[src/rtl/tc_psum_sched.sv]
// Job sequencer for the tc_psum accumulator: stamps tile beats with row/col, inserts group-change
// bubbles, forces the final writeback and requests readout. Optional macro: TC_PSUM_SCHED_PERF_EN.
module tc_psum_sched #(
  parameter int M       = 16,
  parameter int N       = 16,
  parameter int TILE_M  = 4,
  parameter int TILE_N  = 4,
  parameter int DW_DATA = 8,
  parameter int DW_POS  = 4,
  parameter int DW_K    = 8
) (
  input  logic                               clk,
  input  logic                               rst,
  input  logic                               start,
  input  logic [DW_K-1:0]                    cfg_k_steps,
  output logic                               busy,
  output logic                               done,
  input  logic                               s_valid,
  output logic                               s_ready,
  input  logic [TILE_M*TILE_N*DW_DATA-1:0]   s_data,
  output logic [DW_POS-1:0]                  psum_row,
  output logic [DW_POS-1:0]                  psum_col,
  output logic [TILE_M*TILE_N*DW_DATA-1:0]   psum_in,
  output logic                               psum_input_en,
  output logic                               psum_out_en,
  input  logic                               psum_out_valid,
  output logic [31:0]                        perf_stall_cnt
);
  localparam int BW   = TILE_M*TILE_N*DW_DATA;
  localparam int CG_N = N/TILE_N;
  localparam int RT_N = M/TILE_M;

  typedef enum logic [2:0] {IDLE, ACCUM, BUBBLE, FLUSH, SETTLE, OUT} state_t;

  state_t            state_q, state_d;
  logic [DW_K-1:0]   k_q, k_d, kc_q, kc_d;
  logic [DW_POS-1:0] rt_q, rt_d, cg_q, cg_d;
  logic [DW_POS-1:0] row_q, row_d, col_q, col_d;
  logic [BW-1:0]     in_q, in_d;
  logic              en_q, en_d, out_en_q, out_en_d;
  logic              busy_q, busy_d, done_q, done_d;
  logic              beat;

  assign s_ready = (state_q == ACCUM);
  assign beat    = s_valid & s_ready;

  always_comb begin
    state_d  = state_q;
    k_d      = k_q;
    kc_d     = kc_q;
    rt_d     = rt_q;
    cg_d     = cg_q;
    busy_d   = busy_q;
    done_d   = 1'b0;
    en_d     = 1'b0;
    row_d    = '0;
    col_d    = '0;
    in_d     = '0;
    out_en_d = 1'b0;
    case (state_q)
      IDLE: begin
        if (start) begin
          k_d     = (cfg_k_steps == '0) ? DW_K'(1) : cfg_k_steps;
          kc_d    = '0;
          rt_d    = '0;
          cg_d    = '0;
          busy_d  = 1'b1;
          state_d = ACCUM;
        end
      end
      ACCUM: begin
        // input_en stays high on empty cycles so tc_psum keeps its column tag
        en_d  = 1'b1;
        row_d = DW_POS'(rt_q * TILE_M);
        col_d = DW_POS'(cg_q * TILE_N);
        if (beat) begin
          in_d = s_data;
          if (kc_q == k_q - DW_K'(1)) begin
            kc_d = '0;
            if (rt_q == DW_POS'(RT_N-1)) begin
              rt_d = '0;
              if (cg_q == DW_POS'(CG_N-1)) begin
                state_d = FLUSH;
              end else begin
                cg_d    = cg_q + DW_POS'(1);
                state_d = BUBBLE;
              end
            end else begin
              rt_d = rt_q + DW_POS'(1);
            end
          end else begin
            kc_d = kc_q + DW_K'(1);
          end
        end
      end
      BUBBLE: begin
        en_d    = 1'b1;
        col_d   = DW_POS'(cg_q * TILE_N);
        state_d = ACCUM;
      end
      FLUSH: begin
        en_d    = 1'b1;
        state_d = SETTLE;
      end
      SETTLE: begin
        out_en_d = 1'b1;
        state_d  = OUT;
      end
      OUT: begin
        if (psum_out_valid) begin
          done_d  = 1'b1;
          busy_d  = 1'b0;
          state_d = IDLE;
        end else begin
          out_en_d = 1'b1;
        end
      end
      default: state_d = IDLE;
    endcase
  end

  always_ff @(posedge clk) begin
    if (rst) begin
      state_q  <= IDLE;
      k_q      <= '0;
      kc_q     <= '0;
      rt_q     <= '0;
      cg_q     <= '0;
      row_q    <= '0;
      col_q    <= '0;
      in_q     <= '0;
      en_q     <= 1'b0;
      out_en_q <= 1'b0;
      busy_q   <= 1'b0;
      done_q   <= 1'b0;
    end else begin
      state_q  <= state_d;
      k_q      <= k_d;
      kc_q     <= kc_d;
      rt_q     <= rt_d;
      cg_q     <= cg_d;
      row_q    <= row_d;
      col_q    <= col_d;
      in_q     <= in_d;
      en_q     <= en_d;
      out_en_q <= out_en_d;
      busy_q   <= busy_d;
      done_q   <= done_d;
    end
  end

  assign psum_row      = row_q;
  assign psum_col      = col_q;
  assign psum_in       = in_q;
  assign psum_input_en = en_q;
  assign psum_out_en   = out_en_q;
  assign busy          = busy_q;
  assign done          = done_q;

`ifdef TC_PSUM_SCHED_PERF_EN
  logic [31:0] stall_q, stall_d;

  always_comb begin
    stall_d = stall_q;
    if (state_q == IDLE && start)
      stall_d = '0;
    else if (state_q == ACCUM && !s_valid && stall_q != 32'hFFFF_FFFF)
      stall_d = stall_q + 32'd1;
  end

  always_ff @(posedge clk) begin
    if (rst) stall_q <= '0;
    else     stall_q <= stall_d;
  end

  assign perf_stall_cnt = stall_q;
`else
  assign perf_stall_cnt = '0;
`endif
endmodule

[config.mk]
export PLATFORM = sky130hd
export DESIGN_NAME = tc_psum_sched
export DESIGN_NICKNAME = d
export VERILOG_FILES = /design/src/rtl/tc_psum_sched.sv
export SDC_FILE = /design/constraint.sdc
export NUM_CORES = 1
export LEC_CHECK = 0
export CAP_MARGIN = 30
export CELL_PAD_IN_SITES_DETAIL_PLACEMENT = 0
export CELL_PAD_IN_SITES_GLOBAL_PLACEMENT = 1
export CORE_MARGIN = 2
export CORE_UTILIZATION = 27
export DETAILED_ROUTE_END_ITERATION = 8
export HOLD_SLACK_MARGIN = 0.05
export PLACE_DENSITY = 0.81
export SYNTH_ARGS = -nofsm -noshare
export SYNTH_HDL_FRONTEND = slang
export SYNTH_SLANG_ARGS = --single-unit
[constraint.sdc]
create_clock -name clk -period 2.5 [get_ports clk]
set_input_delay 0.75 -clock clk [delete_from_list [all_inputs] [get_ports clk]]
set_output_delay 0.75 -clock clk [all_outputs]
set_load 0.05 [all_outputs]
==> flow_metrics.env <==
export IMPL_crit_type="register to primary output"
export IMPL_postRouteAntennaNets=0
export IMPL_max_stage_delay_ps=820
export IMPL_start_kind="register"
export IMPL_cellPowerDensity_nw_per_um2=679.5
export IMPL_drive_gt1_frac=0.06747
export IMPL_tightest_slew_ps=576.2
export IMPL_area_delta_synth_final_pct=66.36
export IMPL_rows=52
export IMPL_period_share=0.9397
export IMPL_antenna_cells=0
export IMPL_slowest_stage="clkdlybuf4s50_1"
export IMPL_synth_most_common_cell="dfxtp_1"
export IMPL_reg2reg_depth=7
export IMPL_maxCapViolations=0
export IMPL_power_switching_mw=1.602
export IMPL_fin_ws_ps=150.8
export IMPL_critPathLaunch="psum_in[124]$_SDFF_PP0_"
export IMPL_p_int_mw=4.613
export IMPL_ctsHoldBuffers=0
export IMPL_avgViaCountPerCell=4.033
export IMPL_drc=0
export IMPL_synth_avg_cell_area_um2=10.37
export IMPL_yosysTopAreaCell="dfxtp_1"
export IMPL_core_area_um2=20100
export IMPL_grt_pass1_wl_um=22580
export IMPL_cp_end_kind="primary output"
export IMPL_rsz0062_at_grt="no"
export IMPL_slew_viol_final=0
export IMPL_clock_power_share=0.438
export IMPL_grt_pass1_vias=4349
export IMPL_synthTopCellsByArea="dfxtp_1, and2_1, buf_4, nand2_1, a21oi_1"
export IMPL_cts_sinks=163
export IMPL_path_max_fanout=1
export IMPL_syn_inst=530
export IMPL_htree_levels=4
export IMPL_fp_dieW_um=146.7
export IMPL_drt_iter0_drc=156
export IMPL_cp_top_family="buffers and inverters"
export IMPL_ys_warn_count=0
export IMPL_cp_required_ps=1750
export IMPL_synth_compound_area_frac=0.06008
export IMPL_hp_start="k_q[7]$_SDFFE_PP0P_"
export IMPL_synth_commonest_cells="dfxtp_1, and2_1, buf_4, nand2_1, nor2_1"
export IMPL_drt_total_wl_um=14290
export IMPL_drt_first_pass_iters=4
export IMPL_max_slew_margin=0.6146
export IMPL_root_buffer="clkbuf_16"
export IMPL_status="completed"
export IMPL_muxShareOfSynthArea=0.002048
export IMPL_initial_core_util=0.2735
export IMPL_setup_viol=0
export IMPL_synth_adder_area_share=0.009103
export IMPL_nNetsFinal=963
export IMPL_hold_viol_final=0
export IMPL_synthFlopType="dfxtp_1"
export IMPL_finClkSkew_ps=14.62
export IMPL_p_seq_frac=0.432
export IMPL_crit_buf_inv=1
export IMPL_synth_top_family_by_area="simple AND/OR/NAND/NOR gates"
export IMPL_min_path_type="register to register"
export IMPL_cts_resized=0
export IMPL_ys_types=47
export IMPL_die_area_um2=21520
export IMPL_vias=4436
export IMPL_p_leak_nw=3.636
export IMPL_gp_congestion=0.7662
export IMPL_dp_slack_ps=-107.2
export IMPL_swShare=0.2577
export IMPL_path_cells="clkdlybuf4s50_1"
export IMPL_r2r_start="k_q[0]$_SDFFE_PP0P_"
export IMPL_min_path_cells=2
export IMPL_route_detailed_wl_per_inst_um=12.99
export IMPL_crit_cells=1
export IMPL_synth_simple_area_share=0.2421
export IMPL_track_usage=0.1340
export IMPL_cts_tree="yes"
export IMPL_vdd_drop_max_uv=388.8
export IMPL_syn_area_um2=5498
export IMPL_overflow=0
export IMPL_ios=314
export IMPL_portBuffers=277
export IMPL_cts_setup_buffers=0
export IMPL_yosysSeqAreaShare=0.5935
export IMPL_clk_pin_slew_ps=70
export IMPL_fin_util=0.4549
export IMPL_synth_edff_count=0
export IMPL_cts_max_path_buffers=2
export IMPL_antenna_found_initial=0
export IMPL_post_route_min_period_ps=2349
export IMPL_async_flop_share=0
export IMPL_synthXorXnorAreaFrac=0.02230
export IMPL_pwr_share_comb=0.129
export IMPL_ys_seq_elements=163
export IMPL_synth_top_area_frac=0.5935
export IMPL_fmax_ghz=0.4257
export IMPL_final_cell_count_no_fill=1100
export IMPL_dp_hpwl_um=10830
export IMPL_cts_buffers=17
export IMPL_dieHeight_um=146.7
export IMPL_clk_latency_ps=430
export IMPL_place_inst=1069
export IMPL_worstPathArrival_ps=1600
export IMPL_grt_max_degree=93
==> stage by stage <==
step / hold WS, ps / TNS (ps) / area, um^2 / power, mW
after floorplan: 449.6 / 0 / 5629 / 3.223
after global placement: 467.9 / -583.9 / 8532 / 3.551
after detailed placement: 470.9 / -777.6 / 8532 / 3.553
after CTS: 480.0 / 0 / 9146 / 6.310
after global routing: 496.7 / 0 / 9146 / 6.470
final: 474.2 / 0 / 9146 / 6.215
==> cell type report <==
class                           count  area, um^2
Clock buffer                       17       425.4
Clock inverter                     14       188.9
Fill cell                        1916       10960
Inverter                            6       22.52
Multi-Input combinational cell    336        1986
Sequential cell                   163        3263
Tap cell                          270       337.8
Timing Repair Buffer              294        2923
==> worst min-delay path, delay by kind of cell (launching register included) <==
| kind | cells | cell delay [ps] |
|---|---|---|
| flops | 1 | 320 |
| simple gates | 1 | 60 |
| compound gates | 1 | 50 |
==> flip-flops by register name, indices dropped and copies added (netlist names), 2 cells and up <==
signal and cells:
psum_in 128, k_q 8, kc_q 8, cg_q 4, rt_q 4, state_q 3, psum_col 2, psum_row 2
==> logic make-up after synthesis <==
kind of cell,Yosys count
simple gates,236
flops,163
buf+inv,66
compound gates,45
xor+xnor,14
fa+ha+maj,4
other cells,1
mux,1
==> power by group through the flow <==
stage / logic [mW] / clock network, mW / registers, mW
global placement: 0.806 / 0 / 2.74
CTS: 0.811 / 2.81 / 2.69
detailed placement: 0.808 / 0 / 2.75
floorplan: 0.312 / 0 / 2.91
finish: 0.804 / 2.72 / 2.69
global route: 0.853 / 2.92 / 2.69
==> layer usage <==
metal	wire, um	GRT usage
met1	5164	0.1362
met2	7350	0.2333
met3	1404	0.06491
met4	368	0.05971
met5	0	0
==> layout by cell type (no fill, tap or decap), types with 5 or more instances in the layout <==
cell type / n
and3_1: 6
inv_1: 6
conb_1: 36
and2_1: 129
a21oi_1: 18
nand3_1: 9
buf_4: 16
xnor2_1: 6
clkdlybuf4s50_1: 276
inv_6: 5
xor2_1: 8
nor3_1: 9
clkbuf_16: 17
nand2_1: 32
nor2_1: 24
nand4_1: 5
o21ai_0: 5
dfxtp_1: 163
==> path summary, 6_finish.rpt <==
path,end,slack (ps)
setup / recovery,psum_in[124],150
hold / removal,k_q[7]$_SDFFE_PP0P_,470
setup reg to reg,kc_q[7]$_SDFFE_PP0P_,210
hold reg to reg,k_q[7]$_SDFFE_PP0P_,470
No activity file was read; power rests on OpenSTA's default activity.
